File: src/rtl/spiking_lif_layer.sv
// Layer of N_OUT leaky integrate-and-fire neurons, fully connected to N_IN
// spike inputs. Weights and thresholds are written over the addr/cmd/cmd_arg
// bus. Each neuron keeps a saturating spike counter that can be read back
// through rd_addr/rd_cnt.
module spiking_lif_layer #(
    parameter int N_IN        = 2,
    parameter int N_OUT       = 2,
    parameter int INT_WIDTH   = 4,
    parameter int FLOAT_WIDTH = 2 * INT_WIDTH,
    parameter int V_WIDTH     = FLOAT_WIDTH + 2,
    parameter int LEAK_SHIFT  = 2,
    parameter int REFRACT     = 2,
    parameter int CNT_WIDTH   = 8,
    parameter int ADDR_WIDTH  = 3,
    parameter int CMD_WIDTH   = 3
) (
    input  logic                   clk,
    input  logic                   rst,
    input  logic [ADDR_WIDTH-1:0]  addr,
    input  logic [CMD_WIDTH-1:0]   cmd,
    input  logic [FLOAT_WIDTH-1:0] cmd_arg,
    input  logic                   run,
    input  logic [N_IN-1:0]        in_spk,
    output logic [N_OUT-1:0]       out_spk,
    input  logic [ADDR_WIDTH-1:0]  rd_addr,
    output logic [CNT_WIDTH-1:0]   rd_cnt
);

    // The pre-saturation sum is wide enough for v minus its leak plus
    // every weight of the row at once.
    localparam int S_WIDTH = V_WIDTH + $clog2(N_IN) + 1;
    // The refractory counter must hold REFRACT. At least 1 bit is kept
    // so that REFRACT = 0 still builds.
    localparam int R_WIDTH = (REFRACT > 0) ? $clog2(REFRACT + 1) : 1;
    localparam logic [CMD_WIDTH-1:0]          CMD_THR  = {CMD_WIDTH{1'b1}};
    localparam logic signed [FLOAT_WIDTH-1:0] THR_ONE  = FLOAT_WIDTH'(1'b1) << INT_WIDTH;
    localparam logic [CNT_WIDTH-1:0]          CNT_MAX  = {CNT_WIDTH{1'b1}};

    // Programmable parameters and neuron state
    logic [N_IN-1:0][FLOAT_WIDTH-1:0] w_r    [N_OUT];
    logic signed [FLOAT_WIDTH-1:0]    thr_r  [N_OUT];
    logic signed [V_WIDTH-1:0]        v_r    [N_OUT];
    logic [R_WIDTH-1:0]               refr_r [N_OUT];
    logic [CNT_WIDTH-1:0]             cnt_r  [N_OUT];
    logic [N_OUT-1:0]                 out_spk_r;
    logic [CNT_WIDTH-1:0]             rd_cnt_r;

    // Combinational step results and write decode
    logic signed [V_WIDTH-1:0]        s_sat_s [N_OUT];
    logic [N_OUT-1:0]                 fire_s;
    logic [N_OUT-1:0]                 wr_thr_s;
    logic [N_OUT-1:0][N_IN-1:0]       wr_w_s;
    logic [CNT_WIDTH-1:0]             rd_sel_s;

    // Leaky integration: v - (v >>> LEAK_SHIFT) + sum of weights of active inputs
    function automatic logic signed [S_WIDTH-1:0] step_sum(
        input logic signed [V_WIDTH-1:0]      v,
        input logic [N_IN-1:0][FLOAT_WIDTH-1:0] w,
        input logic [N_IN-1:0]                spk
    );
        logic signed [V_WIDTH-1:0]     leak;
        logic signed [FLOAT_WIDTH-1:0] wi;
        logic signed [S_WIDTH-1:0]     acc;
        leak = v >>> LEAK_SHIFT;
        acc  = S_WIDTH'(v) - S_WIDTH'(leak);
        for (int i = 0; i < N_IN; i++) begin
            wi = w[i];
            if (spk[i]) begin
                acc = acc + S_WIDTH'(wi);
            end else begin
                acc = acc;
            end
        end
        return acc;
    endfunction

    // Clamp the wide sum to the signed range of the membrane register
    function automatic logic signed [V_WIDTH-1:0] sat_v(input logic signed [S_WIDTH-1:0] x);
        logic signed [V_WIDTH-1:0] r;
        if (x[S_WIDTH-1:V_WIDTH-1] == {(S_WIDTH-V_WIDTH+1){x[S_WIDTH-1]}}) begin
            r = x[V_WIDTH-1:0];
        end else if (x[S_WIDTH-1]) begin
            r = {1'b1, {(V_WIDTH-1){1'b0}}};
        end else begin
            r = {1'b0, {(V_WIDTH-1){1'b1}}};
        end
        return r;
    endfunction

    // A non-positive threshold would fire with no input, so it is stored as 1
    function automatic logic signed [FLOAT_WIDTH-1:0] clamp_thr(input logic signed [FLOAT_WIDTH-1:0] x);
        logic signed [FLOAT_WIDTH-1:0] r;
        if (x[FLOAT_WIDTH-1] || (x == {FLOAT_WIDTH{1'b0}})) begin
            r = {{(FLOAT_WIDTH-1){1'b0}}, 1'b1};
        end else begin
            r = x;
        end
        return r;
    endfunction

    // Decode the write bus. Out-of-range addresses and undefined commands match nothing.
    always_comb begin
        wr_thr_s = '0;
        wr_w_s   = '0;
        for (int j = 0; j < N_OUT; j++) begin
            wr_thr_s[j] = (addr == ADDR_WIDTH'(j)) && (cmd == CMD_THR);
            for (int i = 0; i < N_IN; i++) begin
                wr_w_s[j][i] = (addr == ADDR_WIDTH'(j)) && (cmd == CMD_WIDTH'(i + 1))
                               && (cmd != CMD_THR);
            end
        end
    end

    // Candidate membrane value and fire decision for each neuron, from the current registers
    always_comb begin
        fire_s = '0;
        for (int j = 0; j < N_OUT; j++) begin
            s_sat_s[j] = sat_v(step_sum(v_r[j], w_r[j], in_spk));
            fire_s[j]  = (s_sat_s[j] >= V_WIDTH'(thr_r[j]));
        end
    end

    // Counter read multiplexer. It yields zero when rd_addr is outside the layer.
    always_comb begin
        rd_sel_s = '0;
        for (int j = 0; j < N_OUT; j++) begin
            rd_sel_s = rd_sel_s | ((rd_addr == ADDR_WIDTH'(j)) ? cnt_r[j] : {CNT_WIDTH{1'b0}});
        end
    end

    // Weight and threshold registers. A step in the same cycle still sees the old value.
    always_ff @(posedge clk) begin
        if (rst) begin
            for (int j = 0; j < N_OUT; j++) begin
                w_r[j]   <= '0;
                thr_r[j] <= THR_ONE;
            end
        end else begin
            for (int j = 0; j < N_OUT; j++) begin
                if (wr_thr_s[j]) begin
                    thr_r[j] <= clamp_thr(cmd_arg);
                end else begin
                    thr_r[j] <= thr_r[j];
                end
                for (int i = 0; i < N_IN; i++) begin
                    if (wr_w_s[j][i]) begin
                        w_r[j][i] <= cmd_arg;
                    end else begin
                        w_r[j][i] <= w_r[j][i];
                    end
                end
            end
        end
    end

    // Membrane, refractory, spike counter and output spike update for each step
    always_ff @(posedge clk) begin
        if (rst) begin
            for (int j = 0; j < N_OUT; j++) begin
                v_r[j]    <= '0;
                refr_r[j] <= '0;
                cnt_r[j]  <= '0;
            end
            out_spk_r <= '0;
        end else if (run) begin
            for (int j = 0; j < N_OUT; j++) begin
                if (refr_r[j] != '0) begin
                    refr_r[j]    <= refr_r[j] - R_WIDTH'(1'b1);
                    v_r[j]       <= '0;
                    out_spk_r[j] <= 1'b0;
                end else if (fire_s[j]) begin
                    refr_r[j]    <= R_WIDTH'(REFRACT);
                    v_r[j]       <= '0;
                    out_spk_r[j] <= 1'b1;
                    if (cnt_r[j] != CNT_MAX) begin
                        cnt_r[j] <= cnt_r[j] + CNT_WIDTH'(1'b1);
                    end else begin
                        cnt_r[j] <= cnt_r[j];
                    end
                end else begin
                    v_r[j]       <= s_sat_s[j];
                    out_spk_r[j] <= 1'b0;
                end
            end
        end else begin
            out_spk_r <= '0;
        end
    end

    // Registered counter read. It returns the value held before any increment in this cycle.
    always_ff @(posedge clk) begin
        if (rst) begin
            rd_cnt_r <= '0;
        end else begin
            rd_cnt_r <= rd_sel_s;
        end
    end

    assign out_spk = out_spk_r;
    assign rd_cnt  = rd_cnt_r;

endmodule

File: config.mk
export PLATFORM = sky130hd
export DESIGN_NAME = spiking_lif_layer
export DESIGN_NICKNAME = d
export VERILOG_FILES = /design/src/rtl/spiking_lif_layer.sv
export SDC_FILE = /design/constraint.sdc
export NUM_CORES = 1
export LEC_CHECK = 0
export ABC_CLOCK_PERIOD_IN_PS = 20700
export CORE_MARGIN = 5
export CORE_UTILIZATION = 40
export CTS_CLUSTER_DIAMETER = 50
export DETAILED_ROUTE_END_ITERATION = 10
export SLEW_MARGIN = 20
export SYNTH_ARGS = -nofsm -noshare
export SYNTH_HDL_FRONTEND = slang
export SYNTH_SLANG_ARGS = --single-unit
File: constraint.sdc
create_clock -name clk -period 20.7 [get_ports clk]
set_input_delay 4.14 -clock clk [delete_from_list [all_inputs] [get_ports clk]]
set_output_delay 4.14 -clock clk [all_outputs]
set_load 0.05 [all_outputs]
==> results.yml, run 1 <==
logic_synthesis:
  synthTopCellsByArea: "sky130_fd_sc_hd__edfxtp_1 (31%), sky130_fd_sc_hd__ha_1 (13%), sky130_fd_sc_hd__a21oi_1 (3.4%)"
  syn_area_um2: 8230
  synthArstFlopShare_pct: 0
  yosysUniqueCellTypes: 81
  sequential_element_share_of_the_synthesized_area_pct: 34.3
  synth-edff-count: 86
  synth_top_flop_cell: "sky130_fd_sc_hd__edfxtp_1"
  yosysWarnings: 0
  syn_inst: 885
  ys_top_cells_by_count: "sky130_fd_sc_hd__ha_1 (87), sky130_fd_sc_hd__edfxtp_1 (86), sky130_fd_sc_hd__nor2_1 (73), sky130_fd_sc_hd__inv_1 (72), sky130_fd_sc_hd__nand2_1 (60)"
  synth_largest_type_area_fraction_pct: 31.4
  synth_top_cell_by_area: "sky130_fd_sc_hd__edfxtp_1"
  yosys.cell_count.top_type: "sky130_fd_sc_hd__ha_1"
  synth.avg_cell_area_um2: 9.30
  ys_ff_latch: 98
sta:
  max_slew_vio_count: 0
  final_min_period_over_clock_period_pct: 48.1
  period_minus_slack_ps: 9960
  finalHoldViolCount: 0
  grt_setup_unrepaired: "false"
  skew_ps: 12.3
  maximum_clock_frequency_mhz: 100
  worst_pin_slew_ps: 805
  final.setup.tns_ps: 0
  finalHoldWorstSlack_ps: 503
  relSlewSlack_pct: 46.2
  final-setup-viol-count: 0
finish:
  drive_above_1_share_pct: 6.34
  final_net_count: 1025
  syn_to_final_growth_pct: 10.7
  insertedDiodeCount: 0
cts:
  cts_buffer_depth: 2
  post_cts_resize_count: 0
  insertion_delay_ps: 340
  post-cts-setup-buffers: 0
  cts_max_level: 3
  clk_root_buffer_cell: "sky130_fd_sc_hd__clkbuf_16"
  tritoncts: "built"
  clkSinkCount: 98
  cts.reportedPaths.clkPinSlew_ps: 70
  numCtsBuffers: 9
  cts-hold-fix-buffers: 0
run_status:
  status: "completed"
floorplanning:
  core_region_area_um2: 20200
  die_area_um2: 23600
  rows: 52
  die_h_um: 153
  initial_core_util_pct: 40.7
  num_io_pins: 32
  die-width_um: 153
global_routing:
  grt_pass1_vias: 5808
  grt_pass1_wl_um: 30200
  global_route.overflow_total: 0
  largest_net_degree_at_the_start_of_global_routing: 43
  global_route.usage.total_pct: 15.7
  grt_antenna_before_repair: 0
routing:
  drt_first_iter_violations: 356
  first_pass_detailed_route_iteration_total: 4
  remaining_drc_errors: 0
  detail_route.wirelength_um: 18900
  routed-via-count: 6424
  route.detailed.wl_per_inst_um: 15.9
  avgViaCountPerCell: 5.42
  ant_nets: 0
worst_setup_path:
  required_time_at_the_endpoint_of_the_critical_path_ps: 20810
  crit_type: "in -> reg"
  crit_path_end_kind: "flip-flop"
  cp-start-kind: "primary input"
  worst-path-max-fanout: 42
  cp_data_arrival_time_ps: 10080
place:
  finalWeightedCongestion: 0.844
  numPortBuffers: 31
  hpwl_um: 15300
hold_path:
  holdCritPathClass: "reg -> reg"
run:
  timing.max_cap.violations: 0
worst max-delay path, stage by stage:
cell and delay, ps:
sky130_fd_sc_hd__clkdlybuf4s50_1 450, sky130_fd_sc_hd__buf_4 380, sky130_fd_sc_hd__nand2_1 170, sky130_fd_sc_hd__or3_1 330
sky130_fd_sc_hd__o311a_1 120, sky130_fd_sc_hd__o311ai_2 100, sky130_fd_sc_hd__xor2_2 350, sky130_fd_sc_hd__inv_1 80
sky130_fd_sc_hd__ha_1 400, sky130_fd_sc_hd__o21ai_0 100, sky130_fd_sc_hd__nand3b_1 80, sky130_fd_sc_hd__o21ai_0 80
sky130_fd_sc_hd__o31a_1 370, sky130_fd_sc_hd__xnor2_4 470, sky130_fd_sc_hd__a22oi_2 160, sky130_fd_sc_hd__and2_1 190
sky130_fd_sc_hd__ha_1 270, sky130_fd_sc_hd__nand2b_1 140, sky130_fd_sc_hd__a21oi_1 140, sky130_fd_sc_hd__nor2b_1 60
sky130_fd_sc_hd__o2111ai_1 170, sky130_fd_sc_hd__a21oi_1 90, sky130_fd_sc_hd__o21ai_1 410, sky130_fd_sc_hd__nand3_1 410
sky130_fd_sc_hd__nor4_1 390
per-stage QoR:
stage	utilization [%]	instance area (um2)	std cells	worst slack, ps
floorplan	-	8240	886	11440
global placement	43.6	8810	1169	10220
detailed placement	43.6	8810	1169	10060
CTS	45.0	9110	1185	10400
global route	45.1	9120	1185	10180
finish	45.1	9120	1185	10740
final cells by class:
type,count,area (um2)
clock buffer,12,268
clock inverter,4,31.3
fill,1957,11100
inverter,72,270
multi-input combinational,695,5050
sequential,98,2820
tap,270,338
timing repair buffer,34,333
state kept, by name, summed over array words and instances, names as in the netlist:
name and count:
w_r 32, out_spk 2, cnt_r 16, rd_cnt 8
v_r 20, thr_r 16, refr_r 4
path summary, 6_finish.rpt:
kind / from / slack, ps / depth (start not counted) / to
worst max register to register: v_r[1][0] / 12900 / 32 / v_r[1][4]
worst min register to register: refr_r[1][1] / 500 / 2 / refr_r[1][1]
worst max-delay path: in_spk[0] / 10740 / 25 / v_r[0][5]
worst min-delay path: refr_r[1][1] / 500 / 2 / refr_r[1][1]
cells by family after synthesis:
kind of cell               share of synthesized area (%)
AOI/OAI and AO/OA                                   20.4
xor gates and xnor gates                            6.47
adders and majority gates                           14.7
buffers and inverters                               4.44
DFF                                                 34.3
muxes                                               3.47
other                                             0.0455
and+or+nand+nor                                     16.2
cells in the final DEF (no fill, tap or decap), types with 5 or more instances in the layout:
cell type and instances:
sky130_fd_sc_hd__nand3_1 18, sky130_fd_sc_hd__edfxtp_1 86, sky130_fd_sc_hd__a211oi_1 18, sky130_fd_sc_hd__ha_1 87, sky130_fd_sc_hd__o21ai_0 36, sky130_fd_sc_hd__xor2_1 24, sky130_fd_sc_hd__nand2b_1 8, sky130_fd_sc_hd__o21bai_1 5
sky130_fd_sc_hd__mux2i_1 15, sky130_fd_sc_hd__nor3_1 26, sky130_fd_sc_hd__or2_2 5, sky130_fd_sc_hd__o21a_1 13, sky130_fd_sc_hd__clkbuf_16 10, sky130_fd_sc_hd__nor4_1 6, sky130_fd_sc_hd__inv_1 72, sky130_fd_sc_hd__o2111ai_1 5
sky130_fd_sc_hd__clkdlybuf4s50_1 31, sky130_fd_sc_hd__o31ai_1 5, sky130_fd_sc_hd__a31oi_1 7, sky130_fd_sc_hd__o211ai_1 10, sky130_fd_sc_hd__dfxtp_1 12, sky130_fd_sc_hd__nor2b_1 27, sky130_fd_sc_hd__fa_1 6, sky130_fd_sc_hd__and2_1 13
sky130_fd_sc_hd__nand4_1 8, sky130_fd_sc_hd__xnor2_1 30, sky130_fd_sc_hd__mux2_2 12, sky130_fd_sc_hd__and3_1 8, sky130_fd_sc_hd__a21o_1 20, sky130_fd_sc_hd__o21ai_1 19, sky130_fd_sc_hd__nor2_1 73, sky130_fd_sc_hd__a21oi_1 56
sky130_fd_sc_hd__nand2_1 60
routing by layer:
metal	track usage (%)	routed length (um)
met1	24.4	9960
met2	23.2	8040
met3	2.09	662
met4	3.70	183
met5	0	0
Power of run 1 is not shown: default switching activity piles up to over one toggle a cycle in this logic, so the estimate is an artifact.
==> run 2, diff against run 1 <==
--- a/config.mk
+++ b/config.mk
@@ -5,7 +5,7 @@
 export SDC_FILE = /design/constraint.sdc
 export NUM_CORES = 1
 export LEC_CHECK = 0
-export ABC_CLOCK_PERIOD_IN_PS = 20700
+export ABC_CLOCK_PERIOD_IN_PS = 8100
 export CORE_MARGIN = 5
 export CORE_UTILIZATION = 40
 export CTS_CLUSTER_DIAMETER = 50
==> constraint.sdc (replaced) <==
create_clock -name clk -period 8.1 [get_ports clk]
set_input_delay 1.62 -clock clk [delete_from_list [all_inputs] [get_ports clk]]
set_output_delay 1.62 -clock clk [all_outputs]
set_load 0.05 [all_outputs]
==> results.yml, run 2 (synthesis gave the netlist of run 1 again) <==
run_status:
  status: "completed"
hold_path:
  min-delay-start: "refr_r[1][1]"
  holdCritPathClass: "reg -> reg"
routing:
  ant_nets: 0
  detail_route.wirelength_um: 19100
  drt_first_iter_violations: 524
  avgViaCountPerCell: 5.51
  routed-via-count: 6555
  remaining_drc_errors: 0
  route.detailed.wl_per_inst_um: 16.1
  first_pass_detailed_route_iteration_total: 7
finish:
  syn_to_final_growth_pct: 11.2
  layout_top_registers: "w_r (32), v_r (20)"
  insertedDiodeCount: 0
  drive_above_1_share_pct: 6.75
  final_net_count: 1029
  multi_input_comb_area_um2: 5070
  area.sequential_um2: 2820
  layout_common_cells: "sky130_fd_sc_hd__ha_1 (87), sky130_fd_sc_hd__edfxtp_1 (86), sky130_fd_sc_hd__nor2_1 (73), sky130_fd_sc_hd__inv_1 (72), sky130_fd_sc_hd__nand2_1 (60)"
  layout_commonest_cell: "sky130_fd_sc_hd__ha_1"
  largest_register: "w_r"
  n_fill_cell: 1932
  largest_register_ffs: 32
sta:
  final.setup.tns_ps: 0
  maximum_clock_frequency_mhz: 133
  finalHoldViolCount: 0
  worst_pin_slew_ps: 766
  max_slew_vio_count: 0
  grt_setup_unrepaired: "false"
  skew_ps: 9.85
  period_minus_slack_ps: 7500
  final_min_period_over_clock_period_pct: 92.6
  final-setup-viol-count: 0
  relSlewSlack_pct: 48.9
global_routing:
  global_route.usage.total_pct: 16.0
  largest_net_degree_at_the_start_of_global_routing: 36
  grt_pass1_vias: 5842
  global_route.overflow_total: 0
  grt_antenna_before_repair: 0
  grt_pass1_wl_um: 30600
worst_setup_path:
  critical_path.endpoint: "v_r[1][4]"
  timing.critical_path.depth: 32
  setup.worst_path.start: "v_r[1][0]"
  timing.critical_path.slowest_cell_delay_ps: 430
  r2r_end: "v_r[1][4]"
  critPathBufInv: 2
  reg2reg_from: "v_r[1][0]"
  required_time_at_the_endpoint_of_the_critical_path_ps: 8250
  crit_path_end_kind: "flip-flop"
  reg2reg_slack_ps: 600
  cp-start-kind: "flip-flop"
  crit_type: "reg -> reg"
  cp_data_arrival_time_ps: 7660
  cp_slowest_cell: "sky130_fd_sc_hd__fa_1"
  reg2reg_depth: 32
  critPathTopFamily: "compound AO/OA/AOI/OAI gates"
  worst-path-max-fanout: 15
floorplanning:
  rows: 52
  core_region_area_um2: 20200
  die_area_um2: 23600
  die_h_um: 153
  num_io_pins: 32
  die-width_um: 153
  initial_core_util_pct: 40.7
cts:
  post-cts-setup-buffers: 0
  cts_max_level: 3
  numCtsBuffers: 9
  cts_buffer_depth: 2
  cts-hold-fix-buffers: 0
  tritoncts: "built"
  clk_root_buffer_cell: "sky130_fd_sc_hd__clkbuf_16"
  clkSinkCount: 98
  insertion_delay_ps: 350
  cts.reportedPaths.clkPinSlew_ps: 70
place:
  numPortBuffers: 31
  hpwl_um: 15500
  finalWeightedCongestion: 0.894
run:
  timing.max_cap.violations: 0
-- run 2: layout make-up --
cell class                 instances  area share (%)
clock buffer                      10            2.50
clock inverter                     6           0.711
inverter                          72            2.95
multi-input combinational        695            55.3
sequential                        98            30.8
tap                              270            3.69
timing repair buffer              38            3.96
-- run 2: how the worst min path moves through the flow --
| stage | cells after the start | endpoint |
|---|---|---|
| 4_1_cts | 2 | refr_r[1][0] |
| 5_1_grt | 2 | refr_r[1][0] |
| 3_3_place_gp | 2 | refr_r[1][1] |
| 6_report | 2 | refr_r[1][1] |
| 2_1_floorplan | 2 | refr_r[1][0] |
| 3_5_place_dp | 2 | refr_r[1][0] |
-- run 2: routing by layer --
layer  global-route usage (%)  part of all wire, %  up-vias
li1                         -                    -     3332
met1                     24.8                   51     3062
met2                     23.8                   43      146
met3                     1.98                  4.1       15
met4                     3.70                  1.2        0
met5                        0                    0        -
-- run 2: what timing repair did --
item                                    4_1_cts  5_1_grt
resized for setup                             0        3
endpoints found under the setup margin        0       24
hold endpoints to repair                      0        0
-- run 2: through the flow --
stage / cell area [um2] / hold WS [ps] / setup WS [ps] / utilization (%) / std cells
floorplan: 8240 / 467 / 1350 / - / 886
global placement: 8840 / 484 / 548 / 43.7 / 1173
detailed placement: 8840 / 494 / 505 / 43.7 / 1173
CTS: 9140 / 504 / 527 / 45.2 / 1189
global route: 9150 / 526 / 25.0 / 45.2 / 1189
finish: 9150 / 511 / 596 / 45.2 / 1189
-- run 2: worst min-delay path: stages, from the launching register on --
cell and delay (ps):
sky130_fd_sc_hd__dfxtp_1 310, sky130_fd_sc_hd__nor2_1 100, sky130_fd_sc_hd__a311oi_1 60
Power of run 2 is left out for the same reason.
==> run 3, diff against run 2 <==
--- a/config.mk
+++ b/config.mk
@@ -6,11 +6,9 @@
 export NUM_CORES = 1
 export LEC_CHECK = 0
 export ABC_CLOCK_PERIOD_IN_PS = 8100
-export CORE_MARGIN = 5
 export CORE_UTILIZATION = 40
 export CTS_CLUSTER_DIAMETER = 50
 export DETAILED_ROUTE_END_ITERATION = 10
-export SLEW_MARGIN = 20
 export SYNTH_ARGS = -nofsm -noshare
 export SYNTH_HDL_FRONTEND = slang
 export SYNTH_SLANG_ARGS = --single-unit
==> results.yml, run 3 (synthesis gave the netlist of run 1 again) <==
worst_setup_path:
  timing.critical_path.slowest_cell_delay_ps: 540
  crit_type: "reg -> reg"
  cp-start-kind: "flip-flop"
  worst_path_most_repeated_cell: "sky130_fd_sc_hd__ha_1"
  cp_data_arrival_time_ps: 7700
  required_time_at_the_endpoint_of_the_critical_path_ps: 8310
  worst-path-max-fanout: 16
  crit_path_end_kind: "flip-flop"
  reg2reg_slack_ps: 620
  cp_slowest_cell: "sky130_fd_sc_hd__o32a_2"
place:
  numPortBuffers: 31
  hpwl_um: 15500
  finalWeightedCongestion: 0.843
  detailed_place.area_um2: 8840
  post-place-ws_ps: 319
global_routing:
  grt_antenna_before_repair: 0
  global_route.overflow_total: 0
  grt_busiest_layer: "met2"
  grt_use_met2_pct: 27.8
  largest_net_degree_at_the_start_of_global_routing: 31
  grt_pass1_vias: 6144
  use_met3_pct: 3.54
  globalRouteMet1Util_pct: 26.8
  global_route.usage.total_pct: 18.6
  grt_pass1_wl_um: 31400
routing:
  route.detailed.wl_per_inst_um: 16.2
  routed-via-count: 6565
  detail_route.wirelength_um: 19300
  remaining_drc_errors: 0
  ant_nets: 0
  first_pass_detailed_route_iteration_total: 5
  drt_first_iter_violations: 316
  avgViaCountPerCell: 5.52
finish:
  insertedDiodeCount: 0
  final_net_count: 1029
  layout_commonest_cell: "sky130_fd_sc_hd__ha_1"
  final_cell_area_um2: 9180
  layout_top_registers: "w_r (32), v_r (20)"
  drive_above_1_share_pct: 7.40
  layout_common_cells: "sky130_fd_sc_hd__ha_1 (87), sky130_fd_sc_hd__edfxtp_1 (86), sky130_fd_sc_hd__nor2_1 (72), sky130_fd_sc_hd__inv_1 (72), sky130_fd_sc_hd__nand2_1 (60)"
  n_fill_cell: 1968
  largest_register_ffs: 32
  finish.utilization_pct: 45.4
  largest_register: "w_r"
  syn_to_final_growth_pct: 11.6
cts:
  tritoncts: "built"
  cts_max_level: 3
  cts_buffer_depth: 2
  insertion_delay_ps: 350
  clkSinkCount: 98
  cts-hold-fix-buffers: 0
  clk_root_buffer_cell: "sky130_fd_sc_hd__clkbuf_16"
  cts.reportedPaths.clkPinSlew_ps: 80
  numCtsBuffers: 9
sta:
  period_minus_slack_ps: 7480
  final-setup-viol-count: 0
  max_slew_vio_count: 0
  relSlewSlack_pct: 47.7
  final_min_period_over_clock_period_pct: 92.4
  final.setup.tns_ps: 0
  skew_ps: 11.4
  worst_pin_slew_ps: 782
  postLayoutSetupSlackWorst_ps: 616
  grt_setup_unrepaired: "false"
  maximum_clock_frequency_mhz: 134
  finalHoldViolCount: 0
floorplanning:
  die_area_um2: 21200
  rows: 52
  core_region_area_um2: 20200
  die_h_um: 145
  die-width_um: 145
  num_io_pins: 32
  initial_core_util_pct: 40.7
hold_path:
  holdCritPathClass: "reg -> reg"
run_status:
  status: "completed"
run:
  timing.max_cap.violations: 0
==> run 3: cell count changes in the layout (fill, tap and decap cells not counted), sizes merged <==
cell,delta
clkbuf,-1
clkinvlp,+1
inv,+2
clkinv,-2
==> run 3: cell type report <==
class                           instances  area [um2]  area share (%)
Clock buffer                            9         225            2.45
Clock inverter                          7        82.6           0.899
Inverter                               72         270            2.94
Multi-Input combinational cell        695        5080            55.3
Sequential cell                        98        2820            30.7
Tap cell                              270         338            3.68
Timing Repair Buffer                   38         363            3.95
==> run 3: through the flow <==
step,hold WS [ps],std cells
2_1_floorplan,467,886
3_3_place_gp,490,1173
3_5_place_dp,489,1173
4_1_cts,500,1189
5_1_grt,527,1189
6_report,503,1189
==> run 3: path summary, 6_finish.rpt <==
check / startpoint / end / depth (start not counted)
min reg2reg: refr_r[1][0] / refr_r[1][0] / 2
min: refr_r[1][0] / refr_r[1][0] / 2
max: v_r[1][0] / cnt_r[0][1] / 32
max reg2reg: v_r[1][0] / cnt_r[0][1] / 32
==> run 3: critical path, delay by kind of cell (launching register included) <==
family | cells | cell delay (ps)
simple gates | 6 | 1150
buf+inv | 3 | 200
fa+ha+maj | 5 | 1620
compound gates | 13 | 2730
mux | 2 | 680
xor+xnor | 3 | 580
flops | 1 | 370
==> run 3: repair_timing <==
action / 4_1_cts / 5_1_grt
endpoints found under the setup margin: 0 / 39
gates resized for setup: 0 / 7
buffers inserted: 0 / 0
==> run 3: routing by layer <==
| layer | vias to the layer above | wire, um |
|---|---|---|
| li1 | 3324 | - |
| met1 | 3067 | 9860 |
| met2 | 147 | 8080 |
| met3 | 27 | 882 |
| met4 | 0 | 439 |
| met5 | - | 0 |
Power of run 3 is left out for the same reason.
